===== src/rtl/dsp19x2_cfg_pkg.sv =====
// Shared constants and FSM state type for the DSP19X2 MODE_BITS readback unpacker.
// Optional feature macro used across this slice: DSP19X2_CFG_PARITY_EN.
package dsp19x2_cfg_pkg;

  localparam int unsigned MODE_BITS_W = 85;
  localparam int unsigned COEFF_W     = 10;
  localparam int unsigned MODE_W      = 4;

  // Field LSB positions inside MODE_BITS[84:0]
  localparam int unsigned C1_0_LSB  = 75;
  localparam int unsigned C2_0_LSB  = 65;
  localparam int unsigned C1_1_LSB  = 55;
  localparam int unsigned C2_1_LSB  = 45;
  localparam int unsigned C1_2_LSB  = 35;
  localparam int unsigned C2_2_LSB  = 25;
  localparam int unsigned C1_3_LSB  = 15;
  localparam int unsigned C2_3_LSB  = 5;
  localparam int unsigned MODE_LSB  = 1;
  localparam int unsigned SPLIT_BIT = 0;

  typedef enum logic [2:0] {
    IDLE,
    LOAD,
    DRAIN,
    CHECK,
    HOLD
  } state_t;

endpackage


===== src/rtl/dsp19x2_cfg_shifter.sv =====
// Beat shift register, beat counter and frame-length classification for the unpacker.
// DSP19X2_CFG_PARITY_EN adds per-beat even-parity accumulation across the frame.
module dsp19x2_cfg_shifter
  import dsp19x2_cfg_pkg::*;
#(
  parameter int unsigned CFG_W = 1
) (
  input  logic                   CLK,
  input  logic                   RESET,
  input  logic                   beat,
  input  logic [CFG_W-1:0]       data,
  input  logic                   last,
`ifdef DSP19X2_CFG_PARITY_EN
  input  logic                   par,
  output logic                   par_bad,
`endif
  output logic [MODE_BITS_W-1:0] image,
  output logic                   is_final,
  output logic                   short_err,
  output logic                   long_err
);

  localparam int unsigned BEATS = MODE_BITS_W / CFG_W;
  localparam int unsigned CNT_W = $clog2(BEATS + 1);

  logic [CNT_W-1:0] cnt;

  assign is_final  = (cnt == CNT_W'(BEATS - 1));
  assign short_err = last && !is_final;
  assign long_err  = is_final && !last;

  always_ff @(posedge CLK or negedge RESET) begin
    if (!RESET) begin
      image <= '0;
      cnt   <= '0;
`ifdef DSP19X2_CFG_PARITY_EN
      par_bad <= 1'b0;
`endif
    end else if (beat) begin
      image <= MODE_BITS_W'({image, data});
      // Counter rewinds on any frame-terminating beat, good or bad
      cnt   <= (last || is_final) ? '0 : cnt + CNT_W'(1);
`ifdef DSP19X2_CFG_PARITY_EN
      par_bad <= ((cnt == '0) ? 1'b0 : par_bad) | ((^data) != par);
`endif
    end
  end

endmodule


===== src/rtl/dsp19x2_mode_bits_unpacker.sv =====
// Unpacks a serial RS_DSP_MULTADD MODE_BITS frame into the DSP19X2 coefficient/mode view.
// Define DSP19X2_CFG_PARITY_EN to add the CFG_PAR even-parity input and bad-frame rejection.
module dsp19x2_mode_bits_unpacker
  import dsp19x2_cfg_pkg::*;
#(
  parameter int unsigned CFG_W = 1
) (
  input  logic               CLK,
  input  logic               RESET,
  input  logic [CFG_W-1:0]   CFG_DATA,
  input  logic               CFG_VALID,
  input  logic               CFG_LAST,
`ifdef DSP19X2_CFG_PARITY_EN
  input  logic               CFG_PAR,
`endif
  output logic               CFG_READY,
  output logic [COEFF_W-1:0] COEFF1_0,
  output logic [COEFF_W-1:0] COEFF1_1,
  output logic [COEFF_W-1:0] COEFF1_2,
  output logic [COEFF_W-1:0] COEFF1_3,
  output logic [COEFF_W-1:0] COEFF2_0,
  output logic [COEFF_W-1:0] COEFF2_1,
  output logic [COEFF_W-1:0] COEFF2_2,
  output logic [COEFF_W-1:0] COEFF2_3,
  output logic [MODE_W-1:0]  MODE,
  output logic               SPLIT,
  output logic               OUT_VALID,
  input  logic               OUT_READY,
  output logic               ERR
);

  state_t                 state;
  logic                   beat;
  logic [MODE_BITS_W-1:0] image;
  logic                   is_final;
  logic                   short_err;
  logic                   long_err;
`ifdef DSP19X2_CFG_PARITY_EN
  logic                   par_bad;
`endif

  assign beat = CFG_VALID && CFG_READY && ((state == IDLE) || (state == LOAD));

  dsp19x2_cfg_shifter #(.CFG_W(CFG_W)) u_shifter (
    .CLK       (CLK),
    .RESET     (RESET),
    .beat      (beat),
    .data      (CFG_DATA),
    .last      (CFG_LAST),
`ifdef DSP19X2_CFG_PARITY_EN
    .par       (CFG_PAR),
    .par_bad   (par_bad),
`endif
    .image     (image),
    .is_final  (is_final),
    .short_err (short_err),
    .long_err  (long_err)
  );

  always_ff @(posedge CLK or negedge RESET) begin
    if (!RESET) begin
      state     <= IDLE;
      CFG_READY <= 1'b0;
      OUT_VALID <= 1'b0;
      ERR       <= 1'b0;
      COEFF1_0  <= '0;
      COEFF1_1  <= '0;
      COEFF1_2  <= '0;
      COEFF1_3  <= '0;
      COEFF2_0  <= '0;
      COEFF2_1  <= '0;
      COEFF2_2  <= '0;
      COEFF2_3  <= '0;
      MODE      <= '0;
      SPLIT     <= 1'b0;
    end else begin
      ERR <= 1'b0;
      unique case (state)
        // A LAST on the very first beat of a multi-beat frame is treated as short
        IDLE, LOAD: begin
          CFG_READY <= 1'b1;
          if (beat) begin
            if (short_err) begin
              ERR   <= 1'b1;
              state <= IDLE;
            end else if (long_err) begin
              ERR   <= 1'b1;
              state <= DRAIN;
            end else if (CFG_LAST && is_final) begin
              CFG_READY <= 1'b0;
              state     <= CHECK;
            end else begin
              state <= LOAD;
            end
          end
        end
        DRAIN: begin
          CFG_READY <= 1'b1;
          if (CFG_VALID && CFG_READY && CFG_LAST) state <= IDLE;
        end
        CHECK: begin
`ifdef DSP19X2_CFG_PARITY_EN
          if (par_bad) begin
            ERR       <= 1'b1;
            CFG_READY <= 1'b1;
            state     <= IDLE;
          end else
`endif
          begin
            COEFF1_0  <= image[C1_0_LSB +: COEFF_W];
            COEFF2_0  <= image[C2_0_LSB +: COEFF_W];
            COEFF1_1  <= image[C1_1_LSB +: COEFF_W];
            COEFF2_1  <= image[C2_1_LSB +: COEFF_W];
            COEFF1_2  <= image[C1_2_LSB +: COEFF_W];
            COEFF2_2  <= image[C2_2_LSB +: COEFF_W];
            COEFF1_3  <= image[C1_3_LSB +: COEFF_W];
            COEFF2_3  <= image[C2_3_LSB +: COEFF_W];
            MODE      <= image[MODE_LSB +: MODE_W];
            SPLIT     <= image[SPLIT_BIT];
            OUT_VALID <= 1'b1;
            state     <= HOLD;
          end
        end
        HOLD: begin
          if (OUT_READY) begin
            OUT_VALID <= 1'b0;
            CFG_READY <= 1'b1;
            state     <= IDLE;
          end
        end
        default: begin
          CFG_READY <= 1'b0;
          state     <= IDLE;
        end
      endcase
    end
  end

endmodule


===== config.mk =====
export PLATFORM = sky130hd
export DESIGN_NAME = dsp19x2_mode_bits_unpacker
export DESIGN_NICKNAME = d
export VERILOG_FILES = /design/src/rtl/dsp19x2_cfg_pkg.sv /design/src/rtl/dsp19x2_cfg_shifter.sv /design/src/rtl/dsp19x2_mode_bits_unpacker.sv
export SDC_FILE = /design/constraint.sdc
export NUM_CORES = 1
export LEC_CHECK = 0
export CELL_PAD_IN_SITES_DETAIL_PLACEMENT = 1
export CELL_PAD_IN_SITES_GLOBAL_PLACEMENT = 1
export CORE_MARGIN = 2
export CORE_UTILIZATION = 29
export CTS_BUF_LIST = sky130_fd_sc_hd__clkbuf_4 sky130_fd_sc_hd__clkbuf_8 sky130_fd_sc_hd__clkbuf_16
export CTS_CLUSTER_SIZE = 14
export DETAILED_ROUTE_END_ITERATION = 12
export MAX_ROUTING_LAYER = met4
export PLACE_DENSITY_LB_ADDON = 0.1
export SETUP_SLACK_MARGIN = 0.15
export SYNTH_ARGS = -nofsm -noshare
export SYNTH_HDL_FRONTEND = slang
export SYNTH_SLANG_ARGS = --single-unit

===== constraint.sdc =====
create_clock -name CLK -period 2.09 [get_ports CLK]
set_input_delay 0.418 -clock CLK [delete_from_list [all_inputs] [get_ports CLK]]
set_output_delay 0.418 -clock CLK [all_outputs]
set_load 0.03 [all_outputs]

# Word-level counts from Yosys, hierarchy flattened
# Index checks and enable logic that the tools add are counted.
# classes
add_sub_neg	1
n_eq_ne	8
n_mux	20
n_bitwise	1
n_reduce_logical	16
# op_table
cell	n
$pmux W3 S4	1
$mux W1	10
$mux W3	3
$add A7 B1 Y7 const B	1
$eq A7 B7 Y1 const B	1
$mux W7	1
$eq A3 B2 Y1 const B	2
$logic_and A1 B1 Y1	6
$mux W2	3
$ne A2 B2 Y1 const B	3
$pmux W1 S4	1
$reduce_and A2 Y1	2
$eq A3 B1 Y1 const B	1
$eq A3 B3 Y1 const B	1
$logic_not A3 Y1	1
$reduce_and A3 Y1	1
$logic_not A1 Y1	2
$logic_or A1 B1 Y1	2
$pmux W1 S2	1
$reduce_bool A2 Y1	1
$reduce_or A2 Y1	1
$not A1 Y1	1
# totals
ff_bits	183
inputBits	6
word_cells	62

# Depth between registers and ports, before layout
# depth
depth_word	7
depth_mapped	9

# Modules after synthesis
# Synthesis repeated with hierarchy kept, for this count alone.
# hier_totals
hier_cells	434
hier_area_um2	7188.1
# by_module_without_submodules
module	n_inst	cells_per_inst	area_per_inst_um2	seq_area_each_um2
dsp19x2_mode_bits_unpacker	1	211	3614.7	2277.2
dsp19x2_cfg_shifter	1	223	3573.4	2302.2

# Worst setup path before layout
# Ideal clock, no wire load.
# synth_path
kind	reg-to-reg
from	register u_shifter.cnt[0]
to	register u_shifter.cnt[6]
setup_ps	69
arrival_ps	1666
t_required_ps	2021
slack_ps	356
path_stages_with_launch	9
path_buffers	0
period_less_slack_ps	1734
cell_sequence	dfrtp_1 inv_1 ha_1 and4b_1 nand3b_1 ha_1 nand2_1 or3_1 nand3_1
# synth_between
elab_chain_cells	3
# synth_rtl
item	line_no	rtl
from (decl)	dsp19x2_cfg_shifter.sv:26	logic [CNT_W-1:0] cnt;
from (signal assigned)	dsp19x2_cfg_shifter.sv:42	cnt <= (last || is_final) ? '0 : cnt + CNT_W'(1);
parallel branches: the longest is 2 deep, another holds $add A7 B1 Y7	n/a	
$mux W7 *	dsp19x2_cfg_shifter.sv:42	
# Every way passes the cells marked *.
# A chain may end at the register's enable or synchronous reset.

# Worst setup path after layout
# layout_path
from	register COEFF1_2[7]
to	output port COEFF1_2[7]
# layout_lines
item	line_no	rtl
from (decl)	dsp19x2_mode_bits_unpacker.sv:19	output logic [COEFF_W-1:0] COEFF1_2,
from (signal assigned)	dsp19x2_mode_bits_unpacker.sv:114	COEFF1_2 <= image[C1_2_LSB +: COEFF_W];
# No word-level cell between the ends.

==> key figures <==
Run status
  – Status: completed

Global routing
  – Antenna violations before repair: 0
  – Largest net degree at the start of global routing: 53
  – Vias in the first global route: 5,080
  – GR Util All Layers: 0.1344
  – First-pass GRT wire length: 27.10 mm
  – Grt ovf: 0

Die
  – Die area: 26,310 um^2
  – Core area: 24,460 um^2
  – Chip Width: 162.2 um
  – FP Rows: 57
  – Die height: 162.2 um
  – Io pins: 94
  – Initial Util: 0.2967

Cells and area
  – Fill count: 2,626
  – Area growth syn-to-layout: 27.95%
  – ANT cells: 0
  – Fin area: 9285 um^2
  – Footprint of the multi-input gates: 2489 um^2
  – Share of layout cells above drive strength 1: 0.1986
  – Nets: 735
  – Commonest non-fill, non-tap cells in the layout: nand2_1, dfrtp_1, clkdlybuf4s50_1
  – Commonest non-fill, non-tap cell in the layout: nand2_1
  – Sequential Area: 4579 um^2

Timing
  – Slew of the pin with the lowest slew margin: 447.2 ps
  – Hold Vio Cnt, Final: 0
  – Min Tclk post-route: 1913 ps
  – Setup_tns: 0 ps
  – Ratio of final minimum period to clock period: 0.9153
  – Fin. max-slew vios: 0
  – F_max: 0.5227 GHz
  – Worst Skew: 8.065 ps
  – RSZ-0062 raised after global routing: yes
  – Worst slew margin: 0.7019
  – Setup violators final: 0

Drt
  – DR WL/cell: 15.15 um
  – Metal3 WL: 523 um
  – Via count: 4,634
  – DRT iter0 DRCs: 176
  – Final wirelength: 16.04 mm
  – Detailed-route DRC error count: 0
  – Routed met2 length: 7.687 mm
  – Via-per-instance ratio: 4.376
  – TritonRoute pass-1 iters: 4
  – Top Layer Used: met4
  – Metal-1 WL: 7.629 mm
  – Antenna Nets Post-Route: 0

Synthesis
  – Synthesized area: 7257 um^2
  – Yosys cell types: 30
  – YS warnings: 0
  – Yosys top cell area share: 0.6310
  – Syn Nets: 632
  – Sequential area share after synthesis: 0.6310
  – Mean Syn Cell Area: 11.72 um^2
  – Top cell type by total area after synthesis: dfrtp_1
  – Mapped Cells: 619
  – FF+latch count, synth: 183
  – Area contributors post-synth: dfrtp_1, nand2_1, mux2_4

Min path
  – Worst Hold Class: input port to async pin

Critical path
  – CP Capture Type: output port
  – CP top delay family: buffers and inverters
  – CP arrival: 1500 ps
  – WS Path Type: flop to output port
  – Bufs and invs on worst path: 1
  – Max incr delay on CP: 690 ps
  – CP max FO: 2
  – Cell Chain, Critical Path: clkdlybuf4s50_1
  – Worst Path Required: 1670 ps
  – CP max stage cell: clkdlybuf4s50_1
  – Crit start category: flop

Clock tree
  – Clock slew at reported path FFs: 70 ps
  – CTS Sinks: 183
  – CTS tree: done
  – Clk Latency, worst-skew pair: 430 ps
  – Cts bufs inserted: 17
  – Root Buffer: clkbuf_16
  – CTS Buffer Depth: 2
  – Htree depth: 4

Flow run
  – Max_cap viols: 0

Place
  – DP Area: 8661 um^2
  – Gp weighted congestion: 0.7364
  – I/O Buffers: 93
  – Hpwl dp: 10.47 mm

Power
  – Tot Pwr: 7.157 mW
  – Max VDD drop: 477.8 uV
  – Leak: 5.248 nW
  – Power Density: 770.8 nW/um^2
-- where the power goes --
| group | switching [mW] | internal (mW) | total [mW] |
|---|---|---|---|
| sequential | 0.0864 | 3.64 | 3.72 |
| clock | 1.53 | 1.58 | 3.11 |
| combinational | 0.214 | 0.108 | 0.323 |
-- metrics by stage --
step	cells	worst slack, ps	hold WS [ps]	utilization
2_1_floorplan	619	355.8	122.4	-
5_1_grt	1059	103.8	499.1	0.3796
3_3_place_gp	1024	140.1	377.4	0.3540
4_1_cts	1057	151.8	476.1	0.3769
3_5_place_dp	1024	128.2	382.0	0.3540
6_report	1059	176.9	476.5	0.3796
-- synth_stat cells (all sizes together) --
| master | number |
|---|---|
| a22oi | 1 |
| inv | 4 |
| buf | 14 |
| nand3 | 9 |
| nand3b | 2 |
| a21oi | 3 |
| or2 | 3 |
| nand2 | 267 |
| nor3 | 1 |
| o311ai | 1 |
| o21bai | 1 |
| nor2 | 3 |
| ha | 7 |
| dfrtp | 183 |
| and2 | 3 |
| mux2 | 87 |
| or3 | 2 |
| clkbuf | 15 |
| and4b | 1 |
| o31ai | 2 |
| nor2b | 1 |
| o21ai | 8 |
| and4bb | 1 |
-- routing by layer --
layer / up-vias / track usage
met1: 2356 / 0.1704
met2: 66 / 0.2172
met3: 18 / 0.02860
met4: 0 / 0.04103
li1: 2194 / -
met5: - / -
-- logic make-up (layout without fill, tap and decap cells) --
logic type	count (synthesis)	in the layout	synth area share
buffers and inverters	33	149	0.02897
AND/OR/NAND/NOR	293	293	0.1598
flip-flops	183	183	0.6310
multiplexers	87	87	0.1552
AO/OA/AOI/OAI	16	16	0.01293
adder cells (fa/ha/maj)	7	7	0.01207
-- sequential cells by signal, summed over array words and instances, names as in the netlist, 3 cells and up --
| name | count |
|---|---|
| COEFF2_1 | 10 |
| COEFF2_3 | 10 |
| COEFF2_2 | 10 |
| u_shifter.image | 85 |
| COEFF1_2 | 10 |
| u_shifter.cnt | 7 |
| COEFF1_0 | 10 |
| COEFF1_3 | 10 |
| state | 3 |
| COEFF1_1 | 10 |
| COEFF2_0 | 10 |
| MODE | 4 |
-- timing repair --
| item | CTS | global route |
|---|---|---|
| hold buffers | 1 | 0 |
| endpoints found under the setup margin | 17 | 26 |
| pin swaps | 0 | 0 |
| hold endpoints to repair | 36 | 0 |
| buffers inserted | 0 | 2 |
| gates resized for setup | 17 | 20 |
-- layout make-up --
type,instances,area share
well taps,324,0.04366
flip-flops and latches,183,0.4932
clock buffers,17,0.04582
inverters,4,0.001617
multi-input cells,403,0.2680
clock inverters,15,0.01523
repair buffers,113,0.1325
-- final timing paths --
path	slack (ps)	cells past startpoint	end	startpoint
setup / recovery	180	1	COEFF1_2[7]	COEFF1_2[7]
hold / removal	480	2	COEFF1_0[5]	RESET
setup reg to reg	250	9	state[1]	u_shifter.cnt[0]
hold reg to reg	500	2	u_shifter.image[51]	u_shifter.image[50]
max in group asynchronous	1010	3	COEFF2_0[7]	RESET
min in group CLK	500	2	u_shifter.image[51]	u_shifter.image[50]
No activity file was read; power rests on OpenSTA's default activity.
